--- config.mk ---
export PLATFORM = sky130hd
export DESIGN_NAME = encoder_16x4_stream
export DESIGN_NICKNAME = d
export VERILOG_FILES = /design/src/rtl/enc_pkg.sv /design/src/rtl/onehot_enc16.sv /design/src/rtl/encoder_16x4_stream.sv
export SDC_FILE = /design/constraint.sdc
export NUM_CORES = 1
export LEC_CHECK = 0
export BUFFER_PORTS_ARGS = -buffer_cell sky130_fd_sc_hd__buf_2
export CAP_MARGIN = 0
export CORE_MARGIN = 4
export CORE_UTILIZATION = 35
export DETAILED_ROUTE_END_ITERATION = 10
export GPL_ROUTABILITY_DRIVEN = 0
export GPL_TIMING_DRIVEN = 1
export PLACE_DENSITY = 0.54
export SLEW_MARGIN = 20
export SYNTH_ARGS = -nofsm -noshare
export SYNTH_HDL_FRONTEND = slang
export SYNTH_SLANG_ARGS = --single-unit
--- constraint.sdc ---
create_clock -name clk -period 2 [get_ports clk]
set_input_delay 0 -clock clk [delete_from_list [all_inputs] [get_ports clk]]
set_output_delay 0 -clock clk [all_outputs]
set_load 0.03 [all_outputs]
--- src/rtl/enc_pkg.sv ---
// Shared types and constants for the 16-to-4 streaming encoder.
package enc_pkg;

  localparam int unsigned IN_W  = 16;
  localparam int unsigned IDX_W = 4;

  // Fault-injected build: index bit XFAULT_MASK_BIT is cleared whenever
  // index bit XFAULT_GATE_BIT is set.
  localparam int unsigned XFAULT_GATE_BIT = 3;
  localparam int unsigned XFAULT_MASK_BIT = 2;

  // EMPTY: main empty; HOLD1: main full; HOLD2: main and skid full.
  typedef enum logic [1:0] {
    StEmpty = 2'd0,
    StHold1 = 2'd1,
    StHold2 = 2'd2
  } state_e;

endpackage

--- src/rtl/onehot_enc16.sv ---
// Combinational 16-to-4 priority encoder with one-hot error flag.
// Build macro ENC_XFAULT3_EN: when defined, idx bit 2 is forced low
// whenever idx bit 3 is set (indices 12-15 report as 8-11).
module onehot_enc16
  import enc_pkg::*;
#(
  parameter bit PRIO_HIGH = 1'b1
) (
  input  logic [IN_W-1:0]  d_i,
  output logic [IDX_W-1:0] idx_o,
  output logic             err_o
);

  logic [IDX_W-1:0] raw_idx;

  // Priority search: the last set bit visited wins, so scan direction picks the priority.
  always_comb begin
    raw_idx = '0;
    if (PRIO_HIGH) begin
      for (int i = 0; i < IN_W; i++) begin
        if (d_i[i]) raw_idx = IDX_W'(i);
      end
    end else begin
      for (int i = IN_W - 1; i >= 0; i--) begin
        if (d_i[i]) raw_idx = IDX_W'(i);
      end
    end
  end

  // Error whenever the word is not exactly one-hot; optional index fault gating.
  always_comb begin
    err_o = ($countones(d_i) != 1);
    idx_o = raw_idx;
`ifdef ENC_XFAULT3_EN
    if (raw_idx[XFAULT_GATE_BIT]) idx_o[XFAULT_MASK_BIT] = 1'b0;
`endif
  end

endmodule

--- src/rtl/encoder_16x4_stream.sv ---
// Streaming 16-to-4 encoder with a 2-entry skid buffer and saturating
// error counter. Build macro ENC_XFAULT3_EN selects the fault-injected
// encoder variant; buffering and counting are identical in both builds.
module encoder_16x4_stream
  import enc_pkg::*;
#(
  parameter bit          PRIO_HIGH = 1'b1,
  parameter int unsigned CNT_W     = 8
) (
  input  logic             clk,
  input  logic             rst_n,
  input  logic [IN_W-1:0]  d_in,
  input  logic             in_valid,
  output logic             in_ready,
  output logic [IDX_W-1:0] d_out,
  output logic             err,
  output logic             out_valid,
  input  logic             out_ready,
  input  logic             err_clr,
  output logic [CNT_W-1:0] err_cnt
);

  state_e           state_q, state_d;
  logic [IDX_W-1:0] main_idx_q, main_idx_d, skid_idx_q, skid_idx_d;
  logic             main_err_q, main_err_d, skid_err_q, skid_err_d;
  logic [CNT_W-1:0] cnt_q, cnt_d;

  logic [IDX_W-1:0] enc_idx;
  logic             enc_err;
  logic             accept, xfer;

  onehot_enc16 #(
    .PRIO_HIGH (PRIO_HIGH)
  ) u_enc (
    .d_i   (d_in),
    .idx_o (enc_idx),
    .err_o (enc_err)
  );

  assign in_ready  = (state_q != StHold2);
  assign out_valid = (state_q != StEmpty);
  assign accept    = in_valid && in_ready;
  assign xfer      = out_valid && out_ready;
  assign d_out     = main_idx_q;
  assign err       = main_err_q;
  assign err_cnt   = cnt_q;

  // Skid-buffer FSM: route accepted words into main or skid, refill main from skid.
  always_comb begin
    state_d    = state_q;
    main_idx_d = main_idx_q;
    main_err_d = main_err_q;
    skid_idx_d = skid_idx_q;
    skid_err_d = skid_err_q;
    unique case (state_q)
      StEmpty: begin
        if (accept) begin
          main_idx_d = enc_idx;
          main_err_d = enc_err;
          state_d    = StHold1;
        end
      end
      StHold1: begin
        if (accept && xfer) begin
          main_idx_d = enc_idx;
          main_err_d = enc_err;
        end else if (accept) begin
          skid_idx_d = enc_idx;
          skid_err_d = enc_err;
          state_d    = StHold2;
        end else if (xfer) begin
          state_d = StEmpty;
        end
      end
      StHold2: begin
        if (xfer) begin
          main_idx_d = skid_idx_q;
          main_err_d = skid_err_q;
          state_d    = StHold1;
        end
      end
      default: state_d = StEmpty;
    endcase
  end

  // Error counter: clear beats increment; saturates at all-ones.
  always_comb begin
    cnt_d = cnt_q;
    if (err_clr) begin
      cnt_d = '0;
    end else if (accept && enc_err && (cnt_q != '1)) begin
      cnt_d = cnt_q + CNT_W'(1);
    end
  end

  // State and data registers; async reset discards both buffer entries.
  always_ff @(posedge clk or negedge rst_n) begin
    if (!rst_n) begin
      state_q    <= StEmpty;
      main_idx_q <= '0;
      main_err_q <= 1'b0;
      skid_idx_q <= '0;
      skid_err_q <= 1'b0;
      cnt_q      <= '0;
    end else begin
      state_q    <= state_d;
      main_idx_q <= main_idx_d;
      main_err_q <= main_err_d;
      skid_idx_q <= skid_idx_d;
      skid_err_q <= skid_err_d;
      cnt_q      <= cnt_d;
    end
  end

endmodule

# == Word-level counts from Yosys, hierarchy flattened ==
# Cells that the tools add are included.
# totals
in_bits,21
mem_bits_ro,0
memories,0
ram_bits,0
reg_bits,20
latch_bits,0
# op_classes
mul,0
bitwise,1
muxes,31
n_shift,0
reduce_logical,12
n_eq_ne,10
div,0
n_lt_le_gt_ge,0
add_sub_neg,16
# ops
operator,count
32-bit adder,7
4-bit two-way mux,11
"32-bit by 2-bit inequality test with 1-bit output, second input constant",1
1-bit by 1-bit adder with 2-bit output,8
8-bit two-way mux,2
2-bit two-way mux,7
3-bit two-way mux,4
4-bit one-hot mux with 3 select lines,1
"2-bit inequality test, second input constant",5
"8-bit by 1-bit adder with 8-bit output, second input constant",1
"8-bit inequality test, second input constant",1
4-bit AND reduction,2
2-bit one-hot mux with 3 select lines,1
1-bit logical AND,5
1-bit two-way mux,4
2-bit nonzero test,2
"3-bit inequality test, second input constant",1
1-bit one-hot mux with 3 select lines,1
3-bit AND reduction,1
3-bit nonzero test,1
"2-bit by 1-bit equality test with 1-bit output, second input constant",1
"2-bit equality test, second input constant",1
2-bit zero test,1
1-bit NOT,1

# == Logic depth before layout (Yosys ltp) ==
# Gate-level depths: netlist of the first run.
# depth
ltp_word,17
depth_mapped,18
ltp_nobuf,17

# == By module ==
# A second synthesis of the first run with hierarchy kept.
# unflattened
hier_cells,150
hier_area_um2,1480.2
# by_module_without_submodules
module,cells_per_inst,area_each_um2,instances
encoder_16x4_stream,85,962.2,1
onehot_enc16,65,518.0,1

# == Worst setup path before layout of the first run ==
# OpenSTA, ideal clock, no wires.
# synth_path
path_kind,input -> register
startpoint,input port d_in[2]
endpoint,register cnt_q[6] (netlist: err_cnt[6])
arrival_ps,3859
required_time_ps,1872
setup_slack_ps,-1987
setup_time_ps,128
path_stages,16
path_buffers,1
cell_sequence,inv_1 ha_1 inv_1 fa_1 fa_1 fa_1 inv_1 fa_1 ha_1 fa_1 and3b_1 o211a_1 buf_6 nor4_4 xnor2_1 nor2_1
# synth_between
elab_chain_len,8
# synth_lines
item,line_no,text
start: declaration,encoder_16x4_stream.sv:12,"input logic [IN_W-1:0] d_in,"
1-bit by 1-bit adder with 2-bit output (implied by the code),onehot_enc16.sv:32,err_o = ($countones(d_i) != 1);
32-bit adder (implied by the code) (3 in series),onehot_enc16.sv:32,
32-bit by 2-bit inequality test with 1-bit output,onehot_enc16.sv:32,
1-bit logical AND (2 in series),encoder_16x4_stream.sv:91,end else if (accept && enc_err && (cnt_q != '1)) begin
2-bit nonzero test (no source line),--,
end signal: assignment,encoder_16x4_stream.sv:111,cnt_q <= cnt_d;
end: declaration,encoder_16x4_stream.sv:26,"logic [CNT_W-1:0] cnt_q, cnt_d;"
# Every way passes these cells.
# A chain may end at the register's enable or synchronous reset.

# == Worst setup path after layout of the first run ==
# layout_path
startpoint,input port d_in[6]
endpoint,register cnt_q[4] (netlist: err_cnt[4])
# The elaborated chain is that of the path after synthesis.

==> metrics.csv, run 1 <==
metric,value,unit
grt_pass1_wl,7.058,mm
drv_cap,0,
synthSimpleGateAreaFrac,18.13,%
path_buf_inv,6,
cts_buffers,3,
mostFrequentLayoutCells,"25 x buf_2, 23 x nor2_1, 21 x buf_4",
grt_overflow,0,
power.leakage,1.046,nW
power_density,913.9,mW/mm^2
slew_headroom,62.62,%
min_period_over_period,187.1,%
max_freq,0.2672,GHz
root_buffer,clkbuf_8,
fp.dieW,76.80,um
crit_required,2.15,ns
drc,0,
ant_nets,0,
pin_count,36,
setup-violations-final,10,
tightest_slew,0.5587,ns
violations,setup timing,
synth_ff_type,dfrtp_1,
critPathKind,input pin to flip-flop,
layout_commonest_cell,buf_2,
cpPeakStageDelay,0.55,ns
firstDrtPassIters,4,
slew_viol_final,0,
syn_to_final_growth,40.71,%
hpwl,3.119,mm
fin_skew,0.006800,ns
grt_util_all_layers,14.51,%
slowest_stage,fa_2,
yosysWarnings,0,
ys_types,41,
place_area,0.002096,mm^2
synth_fa_ha_area_share,26.13,%
synthMuxAreaShare,1.360,%
cts_buffer_depth,2,
fillers,416,
worst_setup_path_start_kind,input pin,
synth-xor-area-share,3.172,%
syn-cell-area,0.001657,mm^2
path_delay_family,adder cells,
cp_cell_sequence,buf_4 -> ha_4 -> inv_2 -> fa_1 -> inv_1 -> fa_2 -> inv_2 -> fa_1 -> inv_2 -> fa_1 -> ha_2 -> fa_2 -> nor4b_4 -> buf_4 -> o211a_4 -> nor4b_2 -> xnor2_1 -> nor2_1,
htree_levels,1,
wl_per_cell,13.74,um
nets,287,
r2r_setup_slack,0.37,ns
hold_viol,0,
rows,24,
vias,1448,
synth_top_family_by_area,adder cells,
syn_area_per_cell,9.255,um^2
antenna_found_initial,0,
drt_wl_total,3.972,mm
grt_pass1_vias,1458,
hold_path_class,input pin to flip-flop,
cts_tree,done,
min_period,3.742,ns
rsz0062_at_grt,yes,
ys_seq_elements,20,
core_area,0.004474,mm^2
tns,-16.76,ns
cts.sinks,20,
initialDrtViolationCount,44,
vias_per_cell,5.010,
outcome,finished with violations,
irDropWorstVdd,0.0005906,V
initial_core_util,37.02,%
place_ws,-2.215,ns
power,2.130,mW
path_clk_slew,0.08,ns
stdcell_area,0.002331,mm^2
syn_nets,228,
netlist_instances,179,
grt_max_degree,21,
portBuffers,35,
synth_compound_area_share,13.44,%
die_y,76.80,um
end_kind,flip-flop,
final_util,52.10,%
worstPathArrival,3.90,ns
final_layout_size_suffix_gt1_share,42.62,%
clk_latency,0.26,ns
crit_fanout,5,
synthArstFlopShare,100.0,%
layout_setup_ws,-1.742,ns
die_area,0.005897,mm^2
synth_edf_count,0,
n_antenna_cell,0,
yosysSeqAreaShare,30.21,%
-- worst reg2reg max path, cell delays in order, from the launching register on --
cell       delay [ns]
dfrtp_1          0.43
ha_1             0.25
nand3_1          0.13
o2111ai_1        0.22
or3_1            0.40
a21oi_1          0.13
-- Yosys cell counts (3+ instances only) --
library cell | number | share of area [%]
nand2b_1 | 3 | 1.1
nor3_1 | 4 | 1.2
xnor2_1 | 6 | 3.2
nand2_1 | 8 | 1.8
o21ai_0 | 7 | 2.1
dfrtp_1 | 20 | 30
nor2_1 | 23 | 5.2
ha_1 | 17 | 13
nand3_1 | 3 | 0.91
fa_1 | 11 | 13
a21oi_1 | 12 | 3.6
inv_1 | 28 | 6.3
and3_1 | 3 | 1.1
-- cells by family after synthesis --
family | count (synthesis)
and+or+nand+nor | 57
AOI/OAI and AO/OA | 35
buffers and inverters | 31
adders and majority gates | 28
DFF | 20
xor gates and xnor gates | 6
muxes | 2
-- power breakdown --
| group | internal [mW] | leakage [nW] | switching [mW] | total (mW) |
|---|---|---|---|---|
| sequential | 0.475 | 0.234 | 0.0526 | 0.527 |
| clock | 0.175 | 0.0288 | 0.137 | 0.312 |
| combinational | 0.627 | 0.784 | 0.664 | 1.29 |
-- routing by layer --
layer / track usage (%) / wire [um]
met5: 0 / 0
met3: 1.639 / 98
met1: 19.31 / 1878
met4: 4.891 / 49
met2: 24.39 / 1946
-- registers in the layout (all words and copies together) (netlist names) --
register / cells
d_out: 4
err: 1
err_cnt: 8
skid_err_q: 1
skid_idx_q: 4
state_q: 2
-- stage by stage --
stage | std cells | hold WS [ns]
2_1_floorplan | 179 | -0.2956
3_3_place_gp | 277 | -0.02647
3_5_place_dp | 277 | -0.02103
4_1_cts | 287 | 0.07491
5_1_grt | 289 | 0.09125
6_report | 289 | 0.07999
-- worst paths after layout --
kind                                  from  depth (start not counted)            end
worst max-delay path               d_in[6]                         18     err_cnt[4]
worst min-delay path              d_in[14]                          3  skid_idx_q[0]
worst max register to register  err_cnt[0]                          5     err_cnt[3]
worst min register to register    d_out[2]                          1       d_out[2]
max in group asynchronous            rst_n                          2  skid_idx_q[1]
min in group asynchronous            rst_n                          2     state_q[0]
-- cell type report --
class	count	area [um^2]	share of cell area (%)
inverter	28	105.1	4.509
clock buffer	4	55.05	2.362
timing repair buffer	56	402.9	17.28
multi-input combinational	129	1202	51.58
tap	52	65.06	2.791
sequential	20	500.5	21.47
-- what timing repair did --
item	CTS	global route
hold buffers	3	0
resized for setup	27	5
setup buffers	2	2
setup endpoints to repair	10	10
endpoints found under the hold margin	29	0
cloned	1	0
pin swaps	13	9
Power figures use the tool's default switching activity.
==> run 2, diff against run 1 <==
--- a/config.mk
+++ b/config.mk
@@ -7,8 +7,10 @@
 export LEC_CHECK = 0
 export BUFFER_PORTS_ARGS = -buffer_cell sky130_fd_sc_hd__buf_2
 export CAP_MARGIN = 0
+export CORE_ASPECT_RATIO = 1.2
 export CORE_MARGIN = 4
 export CORE_UTILIZATION = 35
+export CTS_BUF_LIST = sky130_fd_sc_hd__clkbuf_4 sky130_fd_sc_hd__clkbuf_8
 export DETAILED_ROUTE_END_ITERATION = 10
 export GPL_ROUTABILITY_DRIVEN = 0
 export GPL_TIMING_DRIVEN = 1
==> metrics.csv, run 2 (synthesis results as in run 1) <==
metric,value,unit,change
end_kind,flip-flop,,
min_period_over_period,186.5,%,-0.61 points
cts_buffer_depth,2,,unchanged
fp.dieW,70.81,um,-7.8%
grt_util_all_layers,13.01,%,-1.5 points
crit_required,2.14,ns,about the same
drc,0,,unchanged
pin_count,36,,unchanged
critPathKind,input pin to flip-flop,,
antenna_found_initial,0,,unchanged
p_seq_share,24.7,%,about the same
mostFrequentLayoutCells,"23 x buf_2, 22 x nor2_1, 20 x dfrtp_1",,
drv_cap,0,,unchanged
portBuffers,35,,unchanged
r2r_setup_slack,0.25,ns,-0.12 ns
grt_use_met2,23.29,%,-1.1 points
nets,288,,+0.35%
ant_nets,0,,unchanged
fillers,444,,+6.7%
grt_max_degree,21,,unchanged
grt_busiest_layer,met2,,
switching_share,41.12,%,+1.1 points
largest_reg_flops,8,,unchanged
htree_levels,1,,unchanged
use_met1,15.48,%,-3.8 points
max_freq,0.2681,GHz,+0.33%
violations,setup timing,,
tightest_slew,0.5675,ns,+0.008805 ns
min_period,3.730,ns,-0.01220 ns
power.internal,1.260,mW,-1.3%
layout_setup_ws,-1.730,ns,+0.01220 ns
met3_usage,1.816,%,+0.18 points
fin_skew,0.005212,ns,-0.001588 ns
hpwl,2.979,mm,-4.5%
cts_buffers,3,,unchanged
initialDrtViolationCount,70,,+59%
slew_viol_final,0,,unchanged
final_layout_size_suffix_gt1_share,43.88,%,+1.3 points
rsz0062_at_grt,yes,,
initial_core_util,36.06,%,-0.97 points
wl_per_cell,12.95,um,-5.8%
cts_tree,done,,
crit_fanout,6,,+1
hold_viol,0,,unchanged
power_density,893.6,mW/mm^2,-2.2%
outcome,finished with violations,,
cts.sinks,20,,unchanged
path_clk_slew,0.07,ns,about the same
grt_overflow,0,,unchanged
n_antenna_cell,0,,unchanged
die_y,83.37,um,+8.6%
hold_path_class,input pin to flip-flop,,
vias,1436,,-0.83%
layout_commonest_cell,buf_2,,
die_area,0.005903,mm^2,about the same
place_ws,-2.258,ns,-0.04256 ns
rows,27,,+13%
firstDrtPassIters,5,,+1
syn_to_final_growth,44.56,%,
clk_latency,0.25,ns,about the same
slew_headroom,62.13,%,-0.49 points
final_util,52.12,%,about the same
power.leakage,1.060,nW,+1.3%
grt_pass1_vias,1453,,-0.34%
drt_wl_total,3.819,mm,-3.9%
worstPathArrival,3.87,ns,-0.03 ns
combPwrFrac,63.1,%,+2.5 points
vias_per_cell,4.868,,-2.8%
core_area,0.004594,mm^2,+2.7%
worst_setup_path_start_kind,input pin,,
whs,0.009093,ns,-0.07090 ns
power.switching,880.0,uW,+3.1%
irDropWorstVdd,0.0003933,V,-33%
setup-violations-final,10,,unchanged
grt_pass1_wl,6.306,mm,-11%
p_clk_share,12.2,%,-2.4 points
root_buffer,clkbuf_8,,
run 2: cell count changes in the layout (fill, tap and decap cells not counted), sizes merged:
cell / previous run / this run
clkbuf: 4 / 3
buf: 53 / 54
run 2: cell type report:
| type | instances | area, um^2 | area share [%] |
|---|---|---|---|
| clock buffer | 3 | 41.29 | 1.724 |
| tap | 58 | 72.57 | 3.030 |
| multi-input combinational | 129 | 1237 | 51.67 |
| inverter | 28 | 105.1 | 4.389 |
| sequential | 20 | 500.5 | 20.90 |
| timing repair buffer | 57 | 437.9 | 18.29 |
run 2: path summary, 6_finish.rpt:
kind,start,end,cells after the start
max reg2reg,state_q[1],err_cnt[3],4
min,out_ready,state_q[1],2
max in group asynchronous,rst_n,d_out[1],2
max,d_in[10],err,14
min in group asynchronous,rst_n,err_cnt[2],2
min reg2reg,skid_idx_q[0],skid_idx_q[0],2
run 2: through the flow:
| step | power (mW) | area (um^2) | instances | TNS (ns) |
|---|---|---|---|---|
| after floorplan | 1.295 | 1770 | 179 | -17.02 |
| after global placement | 1.511 | 2118 | 285 | -21.03 |
| after detailed placement | 1.512 | 2118 | 285 | -21.20 |
| after CTS | 2.073 | 2342 | 293 | -16.60 |
| after global routing | 2.325 | 2395 | 295 | -18.34 |
| final | 2.140 | 2395 | 295 | -16.92 |
run 2: critical path, cell delays in order:
cell	delay, ns
buf_8	0.08
ha_4	0.12
inv_2	0.03
fa_1	0.57
fa_1	0.45
fa_1	0.51
inv_1	0.04
fa_1	0.48
ha_2	0.20
fa_2	0.46
nor4b_4	0.31
o211a_4	0.30
a21oi_2	0.07
mux2_4	0.25
run 2: per-layer routing:
layer / up-vias / part of all wire [%]
met5: - / 0
met3: 6 / 4.2
li1: 726 / -
met4: 0 / 1.8
met2: 30 / 53
met1: 674 / 41
run 2: repair_timing:
item / 4_1_cts / 5_1_grt
setup buffers: 2 / 1
cloned: 1 / 0
hold buffers: 2 / 1
gates resized for setup: 37 / 10
pin swaps: 15 / 15
endpoints found under the hold margin: 22 / 1
setup endpoints to repair: 10 / 10
run 2: power groups by stage:
stage / clock network, mW / registers [mW] / logic (mW)
floorplan: 0 / 0.600 / 0.695
global placement: 0 / 0.534 / 0.976
detailed placement: 0 / 0.535 / 0.976
CTS: 0.269 / 0.527 / 1.28
global route: 0.285 / 0.541 / 1.50
finish: 0.260 / 0.528 / 1.35
